**src/rtl/atomik_uart_pkg.sv**
```systemverilog
// Shared UART definitions: bit-timing calculation, frame geometry, FSM encoding
// and frame byte helpers used by the telemetry transmitter.
package atomik_uart_pkg;

    localparam logic [7:0] DEFAULT_SYNC_BYTE = 8'hA5;
    localparam int         FRAME_BYTES       = 6;
    localparam int         BITS_PER_CHAR     = 10;   // start + 8 data + stop

    // Character-level FSM encoding, also exported as a debug output.
    typedef enum logic [1:0] {
        ST_IDLE  = 2'd0,
        ST_START = 2'd1,
        ST_DATA  = 2'd2,
        ST_STOP  = 2'd3
    } state_t;

    // Clock cycles per bit; integer division truncates. Result must be >= 2.
    function automatic int calc_clks_per_bit(input int clk_freq, input int baud_rate);
        return clk_freq / baud_rate;
    endfunction

    // XOR of the four word bytes.
    function automatic logic [7:0] word_checksum(input logic [31:0] w);
        return w[31:24] ^ w[23:16] ^ w[15:8] ^ w[7:0];
    endfunction

    // Byte at position idx of a frame: sync, word MSB-first, checksum.
    function automatic logic [7:0] frame_byte(input logic [2:0]  idx,
                                              input logic [31:0] w,
                                              input logic [7:0]  chk,
                                              input logic [7:0]  sync);
        logic [7:0] b;
        case (idx)
            3'd0:    b = sync;
            3'd1:    b = w[31:24];
            3'd2:    b = w[23:16];
            3'd3:    b = w[15:8];
            3'd4:    b = w[7:0];
            default: b = chk;
        endcase
        return b;
    endfunction

endpackage

```
**src/rtl/uart_telemetry_tx_if.sv**
```systemverilog
// Word request channel into the telemetry transmitter.
// Handshake: a word transfers on a rising clk edge where tx_valid and tx_ready
// are both 1; tx_data is only sampled on that edge. tx_ready is 1 only while the
// transmitter is idle, and tx_valid seen while tx_ready is 0 is simply ignored.
interface uart_telemetry_tx_if;
    logic [31:0] tx_data;
    logic        tx_valid;
    logic        tx_ready;

    modport master (output tx_data, output tx_valid, input tx_ready);
    modport slave  (input tx_data, input tx_valid, output tx_ready);
endinterface

```
**src/rtl/uart_tx_byte.sv**
```systemverilog
// Single 8N1 character serialiser: baud counter, 10-bit shifter and the
// IDLE/START/DATA/STOP character FSM. A load restarts a character on that edge,
// which lets the caller chain characters with no gap. byte_done is high in the
// last cycle of the stop bit so the next load can land on the very next edge.
module uart_tx_byte
    import atomik_uart_pkg::*;
#(
    parameter int CLKS_PER_BIT = 234
) (
    input  logic       clk,
    input  logic       rst,
    input  logic [7:0] data,
    input  logic       load,
    output logic       line,
    output logic       byte_done,
    output state_t     state
);

    localparam int                CNT_W     = $clog2(CLKS_PER_BIT);
    localparam int                BIT_W     = $clog2(BITS_PER_CHAR);
    localparam logic [CNT_W-1:0]  CNT_LAST  = CNT_W'(CLKS_PER_BIT - 1);
    localparam logic [BIT_W-1:0]  BIT_LAST  = BIT_W'(BITS_PER_CHAR - 1);
    localparam logic [BIT_W-1:0]  DATA_LAST = BIT_W'(BITS_PER_CHAR - 2);

    state_t           state_q;
    state_t           state_d;
    logic [CNT_W-1:0] baud_cnt;
    logic [BIT_W-1:0] bit_idx;
    logic [9:0]       shift;
    logic             line_q;
    logic             line_d;
    logic             tick;

    // End of the current bit period while a character is in flight.
    assign tick  = (state_q != ST_IDLE) && (baud_cnt == CNT_LAST);
    assign line  = line_q;
    assign state = state_q;

    // State register.
    always_ff @(posedge clk or posedge rst) begin
        if (rst) state_q <= ST_IDLE;
        else     state_q <= state_d;
    end

    // Next-state logic: load always (re)starts a character.
    always_comb begin
        state_d = state_q;
        if (load) begin
            state_d = ST_START;
        end else begin
            case (state_q)
                ST_IDLE:  state_d = ST_IDLE;
                ST_START: if (tick) state_d = ST_DATA;
                ST_DATA:  if (tick && bit_idx == DATA_LAST) state_d = ST_STOP;
                ST_STOP:  if (tick) state_d = ST_IDLE;
                default:  state_d = ST_IDLE;
            endcase
        end
    end

    // Output logic: completion strobe and next value of the registered line.
    always_comb begin
        byte_done = (state_q == ST_STOP) && tick;
        line_d    = line_q;
        if (load)      line_d = 1'b0;
        else if (tick) line_d = shift[1];
    end

    // Datapath: baud counter, bit index, shifter and the line register.
    always_ff @(posedge clk or posedge rst) begin
        if (rst) begin
            baud_cnt <= '0;
            bit_idx  <= '0;
            shift    <= '1;
            line_q   <= 1'b1;
        end else begin
            line_q <= line_d;
            if (load) begin
                baud_cnt <= '0;
                bit_idx  <= '0;
                shift    <= {1'b1, data, 1'b0};
            end else if (tick) begin
                baud_cnt <= '0;
                bit_idx  <= (bit_idx == BIT_LAST) ? '0 : bit_idx + 1'b1;
                shift    <= {1'b1, shift[9:1]};
            end else if (state_q != ST_IDLE) begin
                baud_cnt <= baud_cnt + 1'b1;
            end
        end
    end

endmodule

```
**src/rtl/uart_telemetry_tx.sv**
```systemverilog
// Framed telemetry transmitter: each accepted 32-bit word goes out as six 8N1
// characters (sync, word MSB-first, XOR checksum) back to back on uart_tx.
// The top holds the word latch, checksum, byte sequencer and handshake; the
// character timing lives in uart_tx_byte.
module uart_telemetry_tx
    import atomik_uart_pkg::*;
#(
    parameter int         CLK_FREQ  = 27000000,
    parameter int         BAUD_RATE = 115200,
    parameter logic [7:0] SYNC_BYTE = DEFAULT_SYNC_BYTE
) (
    input  logic                clk,
    input  logic                rst,
    uart_telemetry_tx_if.slave  bus,
    output logic                uart_tx,
    output logic                tx_busy,
    output logic                frame_done,
    output state_t              fsm_state
);

    // Must evaluate to at least 2 for the counter width to be meaningful.
    localparam int CPB = calc_clks_per_bit(CLK_FREQ, BAUD_RATE);

    logic        busy;
    logic [31:0] word_q;
    logic [7:0]  chk_q;
    logic [2:0]  byte_idx;
    logic        accept;
    logic        last_byte;
    logic        load;
    logic        byte_done;
    logic [7:0]  byte_sel;

    assign accept       = bus.tx_valid && !busy;
    assign bus.tx_ready = !busy;
    assign tx_busy      = busy;
    assign last_byte    = (byte_idx == 3'(FRAME_BYTES - 1));

    // Character load: sync on accept, otherwise the next byte as soon as the
    // previous stop bit ends, so the frame is one continuous bit stream.
    always_comb begin
        load     = accept || (byte_done && !last_byte);
        byte_sel = accept ? SYNC_BYTE
                          : frame_byte(byte_idx + 3'd1, word_q, chk_q, SYNC_BYTE);
    end

    // Word latch, byte sequencer, busy flag and end-of-frame strobe.
    always_ff @(posedge clk or posedge rst) begin
        if (rst) begin
            busy       <= 1'b0;
            word_q     <= '0;
            chk_q      <= '0;
            byte_idx   <= '0;
            frame_done <= 1'b0;
        end else begin
            frame_done <= 1'b0;
            if (accept) begin
                busy     <= 1'b1;
                word_q   <= bus.tx_data;
                chk_q    <= word_checksum(bus.tx_data);
                byte_idx <= '0;
            end else if (byte_done) begin
                if (last_byte) begin
                    busy       <= 1'b0;
                    frame_done <= 1'b1;
                    byte_idx   <= '0;
                end else begin
                    byte_idx <= byte_idx + 3'd1;
                end
            end
        end
    end

    uart_tx_byte #(
        .CLKS_PER_BIT (CPB)
    ) u_byte (
        .clk       (clk),
        .rst       (rst),
        .data      (byte_sel),
        .load      (load),
        .line      (uart_tx),
        .byte_done (byte_done),
        .state     (fsm_state)
    );

endmodule

```
**src/flat_wrapper.sv**
```systemverilog
// flat-port wrapper written by rule: the top's interface ports become plain ports
module uart_telemetry_tx_flat import atomik_uart_pkg::*;
#(
    parameter int         CLK_FREQ  = 27000000,
    parameter int         BAUD_RATE = 115200,
    parameter logic [7:0] SYNC_BYTE = DEFAULT_SYNC_BYTE
)
  (clk, rst, uart_tx, tx_busy, frame_done, fsm_state, bus_tx_data, bus_tx_valid, bus_tx_ready);
  uart_telemetry_tx_if bus_i ();
  input  logic clk;
  input  logic rst;
  output logic uart_tx;
  output logic tx_busy;
  output logic frame_done;
  output state_t fsm_state;
  input wire logic [$bits(bus_i.tx_data)-1:0] bus_tx_data;
  input wire logic [$bits(bus_i.tx_valid)-1:0] bus_tx_valid;
  output wire logic [$bits(bus_i.tx_ready)-1:0] bus_tx_ready;
  assign bus_i.tx_data = bus_tx_data;
  assign bus_i.tx_valid = bus_tx_valid;
  assign bus_tx_ready = bus_i.tx_ready;
  uart_telemetry_tx #(.CLK_FREQ(CLK_FREQ), .BAUD_RATE(BAUD_RATE), .SYNC_BYTE(SYNC_BYTE)) u_core (.clk(clk), .rst(rst), .bus(bus_i), .uart_tx(uart_tx), .tx_busy(tx_busy), .frame_done(frame_done), .fsm_state(fsm_state));
endmodule
```
**config.mk**
```make
export PLATFORM = sky130hd
export DESIGN_NAME = uart_telemetry_tx_flat
export DESIGN_NICKNAME = d
export VERILOG_FILES = /design/src/rtl/atomik_uart_pkg.sv /design/src/rtl/uart_telemetry_tx_if.sv /design/src/rtl/uart_tx_byte.sv /design/src/rtl/uart_telemetry_tx.sv /design/src/flat_wrapper.sv
export SDC_FILE = /design/constraint.sdc
export NUM_CORES = 1
export LEC_CHECK = 0
export ABC_AREA = 0
export BUFFER_PORTS_ARGS = -buffer_cell sky130_fd_sc_hd__buf_2
export CAP_MARGIN = 5
export CORE_MARGIN = 1.5
export CORE_UTILIZATION = 40
export DETAILED_ROUTE_END_ITERATION = 16
export GPL_ROUTABILITY_DRIVEN = 1
export PLACE_DENSITY = 0.63
export SLEW_MARGIN = 20
export SYNTH_ARGS = -nofsm -noshare
export SYNTH_HDL_FRONTEND = slang
export SYNTH_SLANG_ARGS = --single-unit
```
**constraint.sdc**
```tcl
create_clock -name clk -period 2.3 [get_ports clk]
set_input_delay 0.345 -clock clk [delete_from_list [all_inputs] [get_ports clk]]
set_output_delay 0.345 -clock clk [all_outputs]
set_load 0.01 [all_outputs]
```
== After elaboration in Yosys (flattened, before gate mapping) ==
Cells that the tools add are included.

* Bits in registers: 70
* Bits of input ports: 35
* Output and inout port bits: 6
* Word-level logic and storage cells: 73

* Add/sub/neg operators: 3
* Eq/ne operators: 14
* Mux-type cells: 26
* Bitwise operators: 3
* Reductions and logical operators: 17

{| class="wikitable"
|+ Operators by type and width
! operator !! number
|-
| $pmux W8 S5 || 1
|-
| $mux W8 || 4
|-
| $xor A8 B8 Y8 || 3
|-
| $mux W10 || 2
|-
| $mux W4 || 3
|-
| $mux W3 || 3
|-
| $ne A3 B2 Y1 const B || 3
|-
| $add A8 B1 Y8 const B || 1
|-
| $eq A4 B4 Y1 const B || 2
|-
| $eq A8 B8 Y1 const B || 1
|-
| $mux W1 || 8
|-
| $mux W2 || 4
|-
| $pmux W2 S4 || 1
|-
| $reduce_bool A2 Y1 || 4
|-
| $eq A3 B2 Y1 const B || 2
|-
| $eq A3 B3 Y1 const B || 2
|-
| $logic_and A1 B1 Y1 || 5
|-
| $add A4 B1 Y4 const B || 1
|-
| $eq A2 B2 Y1 const B || 2
|-
| $add A3 B1 Y3 const B || 1
|-
| $eq A3 B1 Y1 const B || 1
|-
| $logic_not A3 Y1 || 1
|-
| $reduce_and A3 Y1 || 1
|-
| $reduce_bool A3 Y1 || 1
|-
| other kinds (5) || 6
|}

== Logic depth before layout (Yosys ltp) ==
Gate-level depths: netlist of the first run.

* Depth in word-level cells: 7
* Gate-level depth with buffers: 9
* Depth with buffers taken out: 6

== Hierarchy ==
Synthesis of the first run repeated with hierarchy kept, for this count alone.

* Cell total of the unflattened synthesis: 399
* Area, all modules: 3,677.3 µm²

{| class="wikitable"
|+ By module, submodules not included
! module !! times used !! cells an instance !! area each (µm²) !! sequential area each (µm²)
|-
| uart_telemetry_tx || 1 || 273 || 2,379.8 || 1,126.1
|-
| uart_tx_byte || 1 || 126 || 1,297.5 || 586.8
|}

== Least setup slack after synthesis of the first run ==
No wires, ideal clock.

* Kind: register -> register
* From: register u_core.byte_idx[0]
* To: register u_core.u_byte.shift[2]
* Library setup time: 97 ps
* Data arrival time: 1,954 ps
* Data required time: 2,203 ps
* Setup slack: 249 ps
* Cell stages (with the launch flop): 10
* Buffers on the path: 3
* Clock period less this slack: 2,051 ps
* Cell sequence: dfrtp_1 > buf_4 > clkbuf_1 > and2_2 > ha_1 > nand2b_1 > clkbuf_1 > o21ai_0 > a221oi_1 > o32ai_1

* Word-level cells in the longest chain between the ends: 5
* Elaborated cells between the ends (all ways): 14
* Classes of those cells: add/sub (1); eq/ne (5); mux (3); reduce/logical (5)

{| class="wikitable"
|+ RTL lines
! what !! line !! text
|-
| start, declared || uart_telemetry_tx.sv:27 || <nowiki>logic [2:0] byte_idx;</nowiki>
|-
| start signal, assigned || uart_telemetry_tx.sv:68 || <nowiki>byte_idx <= byte_idx + 3'd1;</nowiki>
|-
| $add A3 B1 Y3 / $eq A3 B3 Y1 (equally long branches) || uart_telemetry_tx.sv:44, uart_telemetry_tx.sv:37 ||
|-
| $eq A3 B3 Y1, or another cell as far along || atomik_uart_pkg.sv:33 || <nowiki>case (idx)</nowiki>
|-
| $pmux W8 S5 / $logic_and A1 B1 Y1 (equally long branches) || atomik_uart_pkg.sv:33, uart_telemetry_tx.sv:42 ||
|-
| $mux W8 / $logic_or A1 B1 Y1 (equally long branches) || uart_telemetry_tx.sv:43, uart_telemetry_tx.sv:42 ||
|-
| $mux W10 / $reduce_bool A2 Y1 (equally long branches) || n/a ||
|-
| end signal, assigned || uart_tx_byte.sv:81 || <nowiki>shift <= {1'b1, data, 1'b0};</nowiki>
|-
| end signal, assigned || uart_tx_byte.sv:85 || <nowiki>shift <= {1'b1, shift[9:1]};</nowiki>
|-
| end, declared || uart_tx_byte.sv:29 || <nowiki>logic [9:0] shift;</nowiki>
|}

Several ways; a longest one is shown, not always the timed one.
A chain may end at the register's enable or synchronous reset.

== Worst setup path in the final report of the first run ==
* From: register u_core.u_byte.state_q[0] (netlist: u_core.u_byte.state[0])
* To: register u_core.u_byte.shift[5]

* Word-level cells in the longest chain between the ends: 6
* Elaborated cells between the ends (all ways): 8
* Classes of those cells: eq/ne (1); mux (1); reduce/logical (6)

{| class="wikitable"
|+ RTL lines
! what !! line !! text
|-
| start, declared || uart_tx_byte.sv:25 || <nowiki>state_t state_q;</nowiki>
|-
| start signal, assigned || uart_tx_byte.sv:42 || <nowiki>else state_q <= state_d;</nowiki>
|-
| $reduce_bool A2 Y1 || uart_tx_byte.sv:35 || <nowiki>assign tick = (state_q != ST_IDLE) && (baud_cnt == CNT_LAST);</nowiki>
|-
| $logic_and A1 B1 Y1 || uart_tx_byte.sv:35 ||
|-
| $logic_and A1 B1 Y1 || uart_tx_byte.sv:63 || <nowiki>byte_done = (state_q == ST_STOP) && tick;</nowiki>
|-
| $logic_and A1 B1 Y1 || uart_telemetry_tx.sv:42 || <nowiki>load = accept || (byte_done && !last_byte);</nowiki>
|-
| $logic_or A1 B1 Y1 || uart_telemetry_tx.sv:42 ||
|-
| $mux W10 / $reduce_bool A2 Y1 (equally long branches) || n/a ||
|}

Several ways; a longest one is shown, not always the timed one.

==> results_dict.tcl, run 1 <==
set metrics [dict create \
    num_antenna_cells 0 \
    synth_edf_count 0 \
    crit_type "reg -> reg" \
    vias 2670 \
    dr.pass1.iters 4 \
    async_flop_share_pct 100.0 \
    endpoint_kind "register" \
    syn_to_final_growth_pct 15.62 \
    finalMaxSlewViolations 0 \
    max-vdd-ir-drop_v 0.0003146 \
    root_buffer "clkbuf_8" \
    core_area_um2 8636 \
    tightest_slew_ns 0.4894 \
    skew_ns 0.01084 \
    routed-wl-met3_um 261 \
    highest_layer "met4" \
    post_cts_buffers 0 \
    die_x_um 96.76 \
    clock_latency_ns 0.34 \
    dp_hpwl_um 5127 \
    hold_viol_final 0 \
    critPathSlowestCell "and4bb_2" \
    status "completed" \
    routabilityCongestion 0.7840 \
    cap_violations 0 \
    final_cells 527 \
    period_minus_slack_ns 2.001 \
    drtIter0Drc 143 \
    reg2reg_to "u_core.u_byte.shift[5]$_DFFE_PP1P_" \
    grt_usage_pct 17.02 \
    totalWireLength_um 7264 \
    synth_area_um2 3516 \
    dr_wl_met2_um 3403 \
    layout-drive-gt1-share_pct 19.81 \
    grt_max_degree 69 \
    critPathLaunchType "register" \
    synth_flop_cell "dfrtp_1" \
    die_y_um 96.76 \
    hold_class "in -> async" \
    ys_ff_latch 68 \
    relSlewSlack_pct 66.53 \
    drtAntennaViolNets 0 \
    power.density_nw_per_um2 959.0 \
    path_cells "inv_1 -> ha_1 -> and4bb_2 -> nand3_2 -> or2_1 -> o32ai_1" \
    setup_violations 0 \
    h-tree-depth 3 \
    viasPerCell 5.066 \
    io_buffers 40 \
    placedCellCount 511 \
    initial_core_util_pct 40.71 \
    fin_area_um2 4065 \
    grt_pass1_wl_um 12850 \
    nets 457 \
    die_area_um2 9362 \
    ys_seq_area_share_pct 48.72 \
    synth_cell_types 48 \
    clkTransAtPathRegs_ns 0.08 \
    ff2ff_path_depth 6 \
    cp_top_family "simple AND/OR/NAND/NOR gates" \
    setup_tns_ns 0 \
    wl_met1_um 3452 \
    fmax_ghz 0.4997 \
    syn_inst 375 \
    num_rows 34 \
    avgRoutedWirePerCell_um 13.78 \
    hold_buffers 0 \
    cts.sink_count 68 \
    period_share_pct 87.00 \
    r2r_start "u_core.u_byte.state[0]$_DFFE_PP0P_" \
    yosys_warnings 0 \
    overflow 0 \
    p_leak_uw 0.001925 \
    critPathArrivalTime_ns 2.24 \
    max_stage_delay_ns 0.41 \
    clockBufferDepth 2 \
    cts_tree "yes" \
    drc 0 \
    rsz0062_at_grt "false" \
    postLayoutCoreUtil_pct 47.07 \
    path_buf_inv 1 \
    pin_count 41 \
    syn_avg_cell_area_um2 9.376 \
    placed_area_um2 3824 \
    grt_pass1_vias 2770 \
    numCtsBuffers 9 \
    crit_required_ns 2.54 \
    crit_fanout 8 \
    grt_antenna_before_repair 0 \
    syn_nets 418 \
    reg2reg_slack_ns 0.30 \
]
[final cells by class]
class | count | area [um^2]
fill | 861 | 4571
sequential | 68 | 1713
multi-input combinational | 275 | 1654
timing repair buffer | 49 | 280.3
tap | 108 | 135.1
clock buffer | 10 | 127.6
clock inverter | 6 | 113.9
inverter | 11 | 41.29
[metal layers]
layer,vias up,GRT usage [%]
met4,0,7.469
met5,-,0
met2,67,27.22
li1,1338,-
met1,1253,22.13
met3,12,3.902
[repair_timing]
item	CTS	global route
resized for setup	0	1
hold endpoints to repair	0	0
setup endpoints to repair	0	1
[tightest hold or removal path, delay by kind of cell]
family	cells	cell delay, ns
buffers and inverters	3	0.46
[worst max-delay path by stage]
stage / slack, ns / from / depth (start not counted) / endpoint
floorplan: 0.25 / u_core.byte_idx[0]$_DFFE_PP0P_ / 9 / u_core.u_byte.shift[2]$_DFFE_PP1P_
global placement: 0.32 / u_core.u_byte.state[0]$_DFFE_PP0P_ / 6 / u_core.u_byte.shift[2]$_DFFE_PP1P_
detailed placement: 0.24 / u_core.u_byte.state[0]$_DFFE_PP0P_ / 6 / u_core.u_byte.shift[5]$_DFFE_PP1P_
CTS: 0.21 / u_core.u_byte.state[0]$_DFFE_PP0P_ / 6 / u_core.u_byte.shift[5]$_DFFE_PP1P_
global route: 0.09 / u_core.u_byte.state[0]$_DFFE_PP0P_ / 6 / u_core.u_byte.shift[5]$_DFFE_PP1P_
finish: 0.30 / u_core.u_byte.state[0]$_DFFE_PP0P_ / 6 / u_core.u_byte.shift[5]$_DFFE_PP1P_
[cells in the final DEF (no fill, tap or decap), drive strengths merged, types with 5 or more instances in the layout]
master / count
dfrtp: 59
clkbuf: 10
nand2: 108
dfstp: 9
a21oi: 10
a221oi: 8
inv: 11
mux2i: 15
ha: 8
o32ai: 5
buf: 49
nor2: 20
xnor2: 28
o21ai: 23
[cell usage after synthesis, types with 2 or more instances]
cell type | instances | share of area, %
nor2b_1 | 4 | 0.71
nand2b_1 | 3 | 0.53
mux2i_1 | 15 | 4.3
dfstp_2 | 9 | 6.7
or3_1 | 4 | 0.71
nor2_1 | 19 | 2.0
ha_1 | 8 | 2.8
nand4_1 | 3 | 0.53
a211oi_1 | 4 | 0.85
buf_4 | 4 | 0.85
nand2_1 | 108 | 12
xor2_1 | 3 | 0.75
nand3_1 | 2 | 0.28
o221ai_1 | 3 | 0.75
o32ai_1 | 5 | 1.2
a21oi_1 | 10 | 1.4
clkbuf_1 | 13 | 1.4
o21ai_0 | 20 | 2.8
inv_1 | 11 | 1.2
o21ai_1 | 3 | 0.43
buf_6 | 2 | 0.64
nand3b_1 | 3 | 0.64
dfrtp_1 | 59 | 42
nor3_1 | 2 | 0.28
xnor2_1 | 28 | 7.0
a221oi_1 | 8 | 2.0
[cell families after synthesis]
| group | Yosys count | synth area share (%) |
|---|---|---|
| simple gates | 160 | 20.50 |
| flops | 68 | 48.72 |
| compound gates | 60 | 11.21 |
| buf+inv | 32 | 4.306 |
| xor+xnor | 31 | 7.723 |
| mux | 16 | 4.697 |
| fa+ha+maj | 8 | 2.847 |
[state kept, by name, summed over array words and instances (netlist names)]
name	cells
u_core.u_byte.bit_idx	4
u_core.tx_busy	1
u_core.byte_idx	3
u_core.chk_q	8
u_core.word_q	32
u_core.u_byte.state	2
u_core.u_byte.baud_cnt	8
u_core.u_byte.shift	9
u_core.frame_done	1
[through the flow]
stage / hold slack [ns] / setup WS, ns / power [uW]
6_report: 0.06148 / 0.2989 / 3899
5_1_grt: 0.09091 / 0.08769 / 4150
4_1_cts: 0.07730 / 0.2071 / 3933
3_5_place_dp: 0.4543 / 0.2351 / 2728
3_3_place_gp: 0.4521 / 0.3223 / 2680
2_1_floorplan: 0.4447 / 0.2488 / 2436
[power breakdown]
part           internal (uW)  leakage [uW]  switching [uW]
clock                    722      0.000113             466
sequential              1490      0.000825             230
combinational            476      0.000987             510
No activity file was read; power rests on OpenSTA's default activity.
==> run 2: changes to the inputs <==
--- a/config.mk
+++ b/config.mk
@@ -9,10 +9,10 @@
 export BUFFER_PORTS_ARGS = -buffer_cell sky130_fd_sc_hd__buf_2
 export CAP_MARGIN = 5
 export CORE_MARGIN = 1.5
-export CORE_UTILIZATION = 40
+export CORE_UTILIZATION = 51
 export DETAILED_ROUTE_END_ITERATION = 16
 export GPL_ROUTABILITY_DRIVEN = 1
-export PLACE_DENSITY = 0.63
+export PLACE_DENSITY = 0.76
 export SLEW_MARGIN = 20
 export SYNTH_ARGS = -nofsm -noshare
 export SYNTH_HDL_FRONTEND = slang
==> results_dict.tcl, run 2 (synthesized netlist as in run 1, its figures left out) <==
set metrics [dict create \
    regMostFlops "u_core.word_q" \
    io_buffers 40 \
    final_cell_mix "108 x nand2_1, 59 x dfrtp_1, 40 x buf_2, 28 x xnor2_1, 20 x o21ai_0" \
    placedCellCount 481 \
    core_area_um2 6719 \
    initial_core_util_pct 52.33 \
    overflow 0 \
    final.fill_count 570 \
    critical_path.startpoint "u_core.u_byte.state[1]$_DFFE_PP0P_" \
    max-vdd-ir-drop_v 0.0003895 \
    drtAntennaViolNets 0 \
    totalWireLength_um 7212 \
    layout-drive-gt1-share_pct 19.38 \
    dp_hpwl_um 5137 \
    root_buffer "clkbuf_8" \
    drc 0 \
    grt_usage_pct 22.04 \
    period_minus_slack_ns 2.166 \
    num_antenna_cells 0 \
    reg2reg_slack_ns 0.13 \
    viasPerCell 5.386 \
    clkTransAtPathRegs_ns 0.08 \
    nets 456 \
    finalMaxSlewViolations 0 \
    critPathArrivalTime_ns 2.40 \
    reg2reg_to "u_core.u_byte.shift[5]$_DFFE_PP1P_" \
    tightest_slew_ns 0.4757 \
    p_leak_uw 0.001905 \
    placed_area_um2 3774 \
    cp.depth 6 \
    path_cells "inv_1 -> ha_1 -> and4bb_1 -> nand3_2 -> or2_1 -> o32ai_1" \
    die_y_um 86.03 \
    hold_class "in -> reg" \
    post_cts_buffers 0 \
    largest_registers "u_core.word_q (32), u_core.u_byte.shift (9)" \
    crit_required_ns 2.53 \
    layout_commonest_cell "nand2_1" \
    pin_count 41 \
    dr.pass1.iters 4 \
    vias 2682 \
    routabilityCongestion 0.8066 \
    skew_ns 0.008912 \
    die_x_um 86.03 \
    clockBufferDepth 2 \
    final_cells 498 \
    drtIter0Drc 124 \
    numCtsBuffers 9 \
    syn_to_final_growth_pct 13.31 \
    setup_violations 0 \
    critPathLaunchType "register" \
    relSlewSlack_pct 67.47 \
    crit_end "u_core.u_byte.shift[5]$_DFFE_PP1P_" \
    num_rows 30 \
    rsz0062_at_grt "false" \
    crit_type "reg -> reg" \
    power.density_nw_per_um2 924.1 \
    cts_tree "yes" \
    cap_violations 0 \
    r2r_start "u_core.u_byte.state[1]$_DFFE_PP0P_" \
    hp-start "bus_tx_data[18]" \
    critPathSlowestCell "and4bb_1" \
    setup_tns_ns 0 \
    grt_pass1_vias 2709 \
    period_share_pct 94.15 \
    fin_ws_ns 0.1345 \
    grt_max_degree 50 \
    grt_pass1_wl_um 12560 \
    endpoint_kind "register" \
    place_worst_setup_slack_ns 0.1780 \
    postLayoutCoreUtil_pct 59.29 \
    max_stage_delay_ns 0.45 \
    h-tree-depth 3 \
    hold_viol_final 0 \
    fmax_ghz 0.4618 \
    crit_fanout 8 \
    largest_reg_flops 32 \
    cts.sink_count 68 \
    fin_area_um2 3984 \
    die_area_um2 7401 \
    cts_resized 0 \
    avgRoutedWirePerCell_um 14.48 \
    clock_latency_ns 0.35 \
    status "completed" \
    ff2ff_path_depth 6 \
    grt_antenna_before_repair 0 \
    cp_top_family "simple AND/OR/NAND/NOR gates" \
    path_buf_inv 1 \
]
## run 2: worst min path at each step
stage	end	cells past startpoint	slack, ns
after floorplan	u_core.chk_q[2]$_DFFE_PP0P_	2	0.44
after global placement	u_core.byte_idx[1]$_DFFE_PP0P_	2	0.38
after detailed placement	u_core.byte_idx[1]$_DFFE_PP0P_	2	0.38
after CTS	u_core.word_q[20]$_DFFE_PP0P_	3	0.19
after global routing	u_core.word_q[25]$_DFFE_PP0P_	3	0.19
final	u_core.word_q[18]$_DFFE_PP0P_	3	0.21
## run 2: routing by layer
layer	GRT usage (%)	share of wire (%)	up-vias
li1	-	-	1341
met1	26.82	46	1269
met2	37.72	49	64
met3	7.315	3.9	8
met4	5.718	0.97	0
met5	0	0	-
## run 2: what timing repair did
item,4_1_cts,5_1_grt
setup endpoints to repair,0,0
hold buffers,1,0
hold endpoints to repair,4,0
## run 2: layout make-up
cell class | count | area [um^2] | share of cell area [%]
inverters | 11 | 41.29 | 1.036
well taps | 80 | 100.1 | 2.513
clock buffers | 9 | 123.9 | 3.109
flip-flops and latches | 68 | 1713 | 43.00
clock inverters | 7 | 76.32 | 1.916
repair buffers | 48 | 275.3 | 6.910
multi-input cells | 275 | 1654 | 41.52
## run 2: where the power goes
part | switching [uW] | internal, uW | total (uW)
Combinational | 496 | 474 | 969
Clock | 477 | 505 | 982
Sequential | 235 | 1490 | 1730
Total | 1210 | 2470 | 3680
## run 2: tightest hold or removal path: cells and delay by family
kind	cells	cell delay [ns]
buffers and inverters	1	0.09
AND/OR/NAND/NOR	2	0.08
## run 2: stage by stage
| stage | hold WS, ns | power [uW] |
|---|---|---|
| after floorplan | 0.4447 | 2436 |
| after global placement | 0.3815 | 2662 |
| after global routing | 0.1889 | 3950 |
| after CTS | 0.1871 | 3719 |
| after detailed placement | 0.3841 | 2712 |
| final | 0.2105 | 3681 |
